--- config.mk ---
export PLATFORM = sky130hd
export DESIGN_NAME = keypad_scanner
export DESIGN_NICKNAME = d
export VERILOG_FILES = /design/src/rtl/keypad_scanner.sv
export SDC_FILE = /design/constraint.sdc
export NUM_CORES = 1
export LEC_CHECK = 0
export ABC_AREA = 1
export CAP_MARGIN = 30
export CORE_MARGIN = 2
export CORE_UTILIZATION = 55
export DETAILED_ROUTE_END_ITERATION = 10
export PLACE_DENSITY = 0.76
export SETUP_SLACK_MARGIN = 0.05
export SYNTH_ARGS = -nofsm -noshare
export SYNTH_HDL_FRONTEND = slang
export SYNTH_SLANG_ARGS = --single-unit
--- constraint.sdc ---
create_clock -name clk -period 2.41 [get_ports clk]
set_clock_uncertainty 0.05 [all_clocks]
set_input_delay 0.482 -clock clk [delete_from_list [all_inputs] [get_ports clk]]
set_output_delay 0.482 -clock clk [all_outputs]
set_load 0.02 [all_outputs]
--- src/rtl/keypad_scanner.sv ---
// 4x4 keypad scanner: column scan, per-sweep debounce, and a press/release FSM
// that turns single stable key presses into digit writes and '#' check pulses.
module keypad_scanner #(
    parameter int SCAN_DIV       = 12000,
    parameter int DEBOUNCE_SCANS = 20
) (
    input  logic       clk,
    input  logic       reset,
    input  logic [3:0] rows,
    output logic [3:0] cols,
    output logic [3:0] keypad_digit,
    output logic       digit_strobe,
    output logic       check_answer
);

    localparam int DIV_W = $clog2(SCAN_DIV);
    localparam int CNT_W = $clog2(DEBOUNCE_SCANS + 1);
    localparam logic [DIV_W-1:0] DIV_LAST = DIV_W'(SCAN_DIV - 1);
    localparam logic [CNT_W-1:0] CNT_MAX  = CNT_W'(DEBOUNCE_SCANS);

    typedef enum logic {
        HELD  = 1'b0,
        ARMED = 1'b1
    } state_t;

    typedef enum logic [1:0] {
        K_DIGIT,
        K_CLEAR,
        K_CHECK,
        K_IGNORE
    } key_kind_t;

    logic [3:0]       sync1_q, sync1_d;
    logic [3:0]       sync2_q, sync2_d;
    logic [DIV_W-1:0] div_q, div_d;
    logic [1:0]       col_q, col_d;
    logic [15:0]      frame_q, frame_d;
    logic [15:0]      prev_q, prev_d;
    logic [CNT_W-1:0] stable_cnt_q, stable_cnt_d;
    state_t           state_q, state_d;
    logic [3:0]       digit_q, digit_d;
    logic             strobe_q, strobe_d;
    logic             check_n_q, check_n_d;

    logic [3:0]  row_act;
    logic        slot_end;
    logic        sweep_end;
    logic        stable;
    logic        one_hot;
    logic [15:0] frame_new;
    logic [3:0]  key_idx;
    key_kind_t   key_kind;
    logic [3:0]  key_val;

    // NOTE: every _d gets a default before any branch so no latch is inferred.
    always_comb begin
        sync1_d      = rows;
        sync2_d      = sync1_q;
        div_d        = div_q;
        col_d        = col_q;
        frame_d      = frame_q;
        prev_d       = prev_q;
        stable_cnt_d = stable_cnt_q;
        state_d      = state_q;
        digit_d      = digit_q;
        strobe_d     = 1'b0;
        check_n_d    = 1'b1;
        key_idx      = 4'd0;
        key_kind     = K_IGNORE;
        key_val      = 4'd0;

        row_act   = ~sync2_q;
        slot_end  = (div_q == DIV_LAST);
        sweep_end = slot_end && (col_q == 2'd3);

        div_d = slot_end ? '0 : div_q + DIV_W'(1);
        if (slot_end) begin
            col_d = col_q + 2'd1;
        end

        // Current column's rows merged into the frame; at sweep end this is the full frame.
        frame_new = frame_q;
        for (int r = 0; r < 4; r++) begin
            frame_new[4*r + int'(col_q)] = row_act[r];
        end
        if (slot_end) begin
            frame_d = frame_new;
        end

        if (sweep_end) begin
            if (frame_new == prev_q) begin
                if (stable_cnt_q != CNT_MAX) begin
                    stable_cnt_d = stable_cnt_q + CNT_W'(1);
                end
            end else begin
                stable_cnt_d = CNT_W'(1);
                prev_d       = frame_new;
            end
        end

        stable  = sweep_end && (stable_cnt_d == CNT_MAX);
        one_hot = (frame_new != 16'd0) && ((frame_new & (frame_new - 16'd1)) == 16'd0);

        for (int i = 0; i < 16; i++) begin
            if (frame_new[i]) begin
                key_idx = 4'(i);
            end
        end

        case (key_idx)
            4'd0:    begin key_kind = K_DIGIT; key_val = 4'd1; end
            4'd1:    begin key_kind = K_DIGIT; key_val = 4'd2; end
            4'd2:    begin key_kind = K_DIGIT; key_val = 4'd3; end
            4'd4:    begin key_kind = K_DIGIT; key_val = 4'd4; end
            4'd5:    begin key_kind = K_DIGIT; key_val = 4'd5; end
            4'd6:    begin key_kind = K_DIGIT; key_val = 4'd6; end
            4'd8:    begin key_kind = K_DIGIT; key_val = 4'd7; end
            4'd9:    begin key_kind = K_DIGIT; key_val = 4'd8; end
            4'd10:   begin key_kind = K_DIGIT; key_val = 4'd9; end
            4'd12:   key_kind = K_CLEAR;
            4'd13:   begin key_kind = K_DIGIT; key_val = 4'd0; end
            4'd14:   key_kind = K_CHECK;
            default: key_kind = K_IGNORE;
        endcase

        case (state_q)
            HELD: begin
                if (stable && (frame_new == 16'd0)) begin
                    state_d = ARMED;
                end
            end
            ARMED: begin
                if (stable && (frame_new != 16'd0)) begin
                    state_d = HELD;
                    if (one_hot) begin
                        case (key_kind)
                            K_DIGIT: begin digit_d = key_val; strobe_d = 1'b1; end
                            K_CLEAR: begin digit_d = 4'd0;    strobe_d = 1'b1; end
                            K_CHECK: check_n_d = 1'b0;
                            default: ;
                        endcase
                    end
                end
            end
            default: state_d = HELD;
        endcase
    end

    // NOTE: state registers use non-blocking assignments so all flops update together.
    always_ff @(posedge clk or posedge reset) begin
        if (reset) begin
            sync1_q      <= 4'd0;
            sync2_q      <= 4'd0;
            div_q        <= '0;
            col_q        <= 2'd0;
            frame_q      <= 16'd0;
            prev_q       <= 16'd0;
            stable_cnt_q <= '0;
            state_q      <= HELD;
            digit_q      <= 4'd0;
            strobe_q     <= 1'b0;
            check_n_q    <= 1'b1;
        end else begin
            sync1_q      <= sync1_d;
            sync2_q      <= sync2_d;
            div_q        <= div_d;
            col_q        <= col_d;
            frame_q      <= frame_d;
            prev_q       <= prev_d;
            stable_cnt_q <= stable_cnt_d;
            state_q      <= state_d;
            digit_q      <= digit_d;
            strobe_q     <= strobe_d;
            check_n_q    <= check_n_d;
        end
    end

    assign cols         = ~(4'b0001 << col_q);
    assign keypad_digit = digit_q;
    assign digit_strobe = strobe_q;
    assign check_answer = check_n_q;

endmodule

==> results by group, run 1 <==
Clock tree
  – Total clock sinks: 68
  – Total CTS buffers: 9
  – CTS tree: yes
  – Clock Tree Buf Depth: 2
  – CTS H-tree depth: 3
  – Clock transition at path regs: 0.08 ns
  – Root Driver: clkbuf_8
  – Skew-Pair Late Insertion Delay: 0.35 ns
  – Hold buffers post-CTS: 0

STA
  – Crit share post-route: 110.7%
  – F_max: 374.7 MHz
  – Final Hold Viols: 0
  – Least-Margin Pin Slew: 0.4282 ns
  – Post-route setup slack: -0.2590 ns
  – RSZ-0062 raised after global routing: true
  – Slew HR: 71.41%
  – Max Transition Viols Final: 0
  – Setup-failing EPs final: 5
  – Worst hold margin: 0.3010 ns
  – Post-Route Setup TNS: -1.170 ns
  – Minimum clock period: 2.669 ns

GRT
  – Global-route wire length before repair: 15,960 um
  – Total track usage: 26.51%
  – Largest net degree at the start of global routing: 52
  – Antenna violations before repair: 0
  – Vias in the first global route: 3,484
  – Global route total overflow: 0

Pwr
  – Power Density: 460.9 mW/mm^2
  – Pwr Total: 2.460 mW
  – VDD IR max: 670.8 uV
  – Leak: 2.653 nW

Synth
  – Yosys top cell area share: 42.81%
  – Top post-synthesis cells by count: nand2_1 (138), dfrtp_1 (67), inv_1 (60)
  – EDFF count, synth: 0
  – Top_reg_cell synth: dfrtp_1
  – Mapped Avg Cell Area: 7.817 um^2
  – Most frequent cell after synthesis: nand2_1
  – Syn_nets: 514
  – Count of unique library cells instantiated by Yosys: 35
  – Sequential area share after synthesis: 43.48%
  – Syn Inst Count: 501
  – Leading area contributor after synthesis: dfrtp_1
  – Top post-synthesis cells by area: dfrtp_1 (43%), nand2_1 (13%), inv_1 (5.8%), o21ai_0 (5.8%), nor2_1 (4.9%)
  – Synthesized flop and latch total: 68
  – Ys async rst share: 100.0%
  – Cell Area, Synth: 0.003916 mm^2
  – Yosys warns: 0

Drt
  – WL final: 10,660 um
  – WL per Instance: 15.15 um
  – Routed vias/inst: 5.351
  – 1st-pass router iterations: 7
  – # DRC: 0
  – Initial DRC Count: 374
  – Post-DRT Antenna Nets: 0
  – Vias: 3,767

Final layout
  – ANT cells: 0
  – Layout cells sized above 1: 31.91%
  – Final #Nets: 616
  – Area delta synth->final: 36.29%
  – Fill count: 445

Floorplanning
  – Die Wd: 88.38 um
  – IO Pins: 16
  – Row count: 30
  – DIE HEIGHT: 88.38 um
  – Initial Util: 57.33%
  – Die area: 0.007811 mm^2
  – Core ar.: 0.006832 mm^2

Setup path
  – RR Endpoint: keypad_digit[2]
  – CP Cell Sequence: buf_4, ha_4, o21ai_4, nand2_2, inv_2, o21ai_0, o21ai_1, buf_4, and3b_1, nand3_1, nor2_1, nand4_1, nor2_2, nand2_1, nand2_1
  – Worst Path Required: 2.65 ns
  – CP arrival: 2.91 ns
  – CP endpoint kind: register
  – R2R Setup Slk: -0.26 ns
  – Crit path kind: register to register
  – CP startpoint kind: register
  – R2r startpoint: col_q[1]
  – R2r worst-path depth: 15
  – Crit-path max cell delay: 0.45 ns
  – CP max-delay cell: dfrtp_2
  – Max Fanout on Critical Path: 9

Worst hold path
  – Worst Hold Depth: 0
  – Worst Hold End: sync2_q[2]
  – HP Start: sync1_q[2]
  – Worst Hold Class: register to register

Placed design
  – Port Buffers: 15
  – RD Place Congestion: 0.9925
  – Setup slack at placement: -0.3150 ns
  – HPWL Detailed: 6449 um

Status
  – Status: finished, violations left
  – Failing checks: negative setup slack

Flow run
  – Maxcap violations: 0
what timing repair did:
action	in CTS	in global routing
buffers inserted	13	5
gates cloned	0	3
pin swaps	19	26
endpoints found under the hold margin	0	0
resized for setup	46	34
endpoints found under the setup margin	27	25
stage by stage:
stage          cells  util (%)  cell area, um^2
2_1_floorplan    501         -             3926
6_report         704     78.13             5338
3_5_place_dp     667     68.00             4646
4_1_cts          696     75.26             5141
3_3_place_gp     667     68.00             4646
5_1_grt          704     78.13             5338
logic make-up after synthesis:
logic type | Yosys count | share of synthesized area [%]
XOR/XNOR | 20 | 4.473
adder cells (fa/ha/maj) | 7 | 2.236
flip-flops | 68 | 43.48
AND/OR/NAND/NOR | 252 | 29.30
buffers and inverters | 77 | 8.147
AO/OA/AOI/OAI | 77 | 12.36
worst max path at each step:
stage / start / depth (start not counted) / slack [ns] / end
after floorplan: col_q[0] / 15 / 0.05 / keypad_digit[0]
final: col_q[1] / 15 / -0.26 / keypad_digit[2]
after global routing: col_q[0] / 15 / -0.38 / keypad_digit[3]
after global placement: col_q[1] / 18 / -0.24 / keypad_digit[2]
after detailed placement: col_q[1] / 18 / -0.32 / keypad_digit[2]
after CTS: col_q[1] / 20 / -0.12 / keypad_digit[0]
critical path: cells and delay by family (launching register included):
family	cells	cell delay (ns)
buffers and inverters	3	0.43
adders and majority gates	1	0.21
and+or+nand+nor	8	0.96
AOI/OAI and AO/OA	3	0.52
DFF	1	0.45
power breakdown:
part / switching (mW) / internal [mW]
registers: 0.00772 / 1.15
clock network: 0.455 / 0.715
logic: 0.0789 / 0.0560
total: 0.542 / 1.92
flip-flops by register name (all words and copies together), names as in the netlist, named ones only:
| register | flops |
|---|---|
| keypad_digit | 4 |
| stable_cnt_q | 5 |
| check_answer | 1 |
| sync2_q | 4 |
| prev_q | 16 |
| frame_q | 16 |
| sync1_q | 4 |
| digit_strobe | 1 |
| col_q | 2 |
| div_q | 14 |
routing by layer:
metal	share of wire, %	vias up	GRT usage [%]
met4	4.5	0	10.06
met3	6.3	55	5.504
met2	49	159	44.63
met5	0	-	0
met1	41	1753	33.71
li1	-	1800	-
final cells by class:
class,instances,area [um^2],area share [%]
clock buffers,10,137.6,2.579
clock inverters,6,111.4,2.086
inverters,66,250.2,4.688
multi-input cells,356,2113,39.59
flip-flops and latches,68,1704,31.93
well taps,96,120.1,2.250
repair buffers,102,900.9,16.88
layout by cell type (no fill, tap or decap), types with 2 or more instances in the layout:
cell type          n
nor2_2             9
a21oi_1            7
nor2_1            42
inv_1             53
o21ai_4           10
buf_12             3
buf_4             74
ha_4               4
o21ai_1            5
nor2_4             7
nand2_2           23
nor3_1             6
ha_1               3
buf_6              8
clkbuf_16          2
nand2_1          120
nand4_1            8
dlygate4sd2_1      2
inv_2             12
xor2_1             8
a21oi_2            2
o21ai_2            7
nand3_4            3
xnor2_1           12
o21ai_0           42
nand2_4            4
clkbuf_8          10
dfrtp_1           66
nand3_1           20
bufinv_16          3
clkdlybuf4s50_1   11
Power figures use the tool's default switching activity.
==> inputs of run 2 (changes only) <==
Settings changed: CAP_MARGIN 30 to 5.
==> results of run 2 <==
Same layout as run 1: the final DEF is identical, and so are final timing and power.
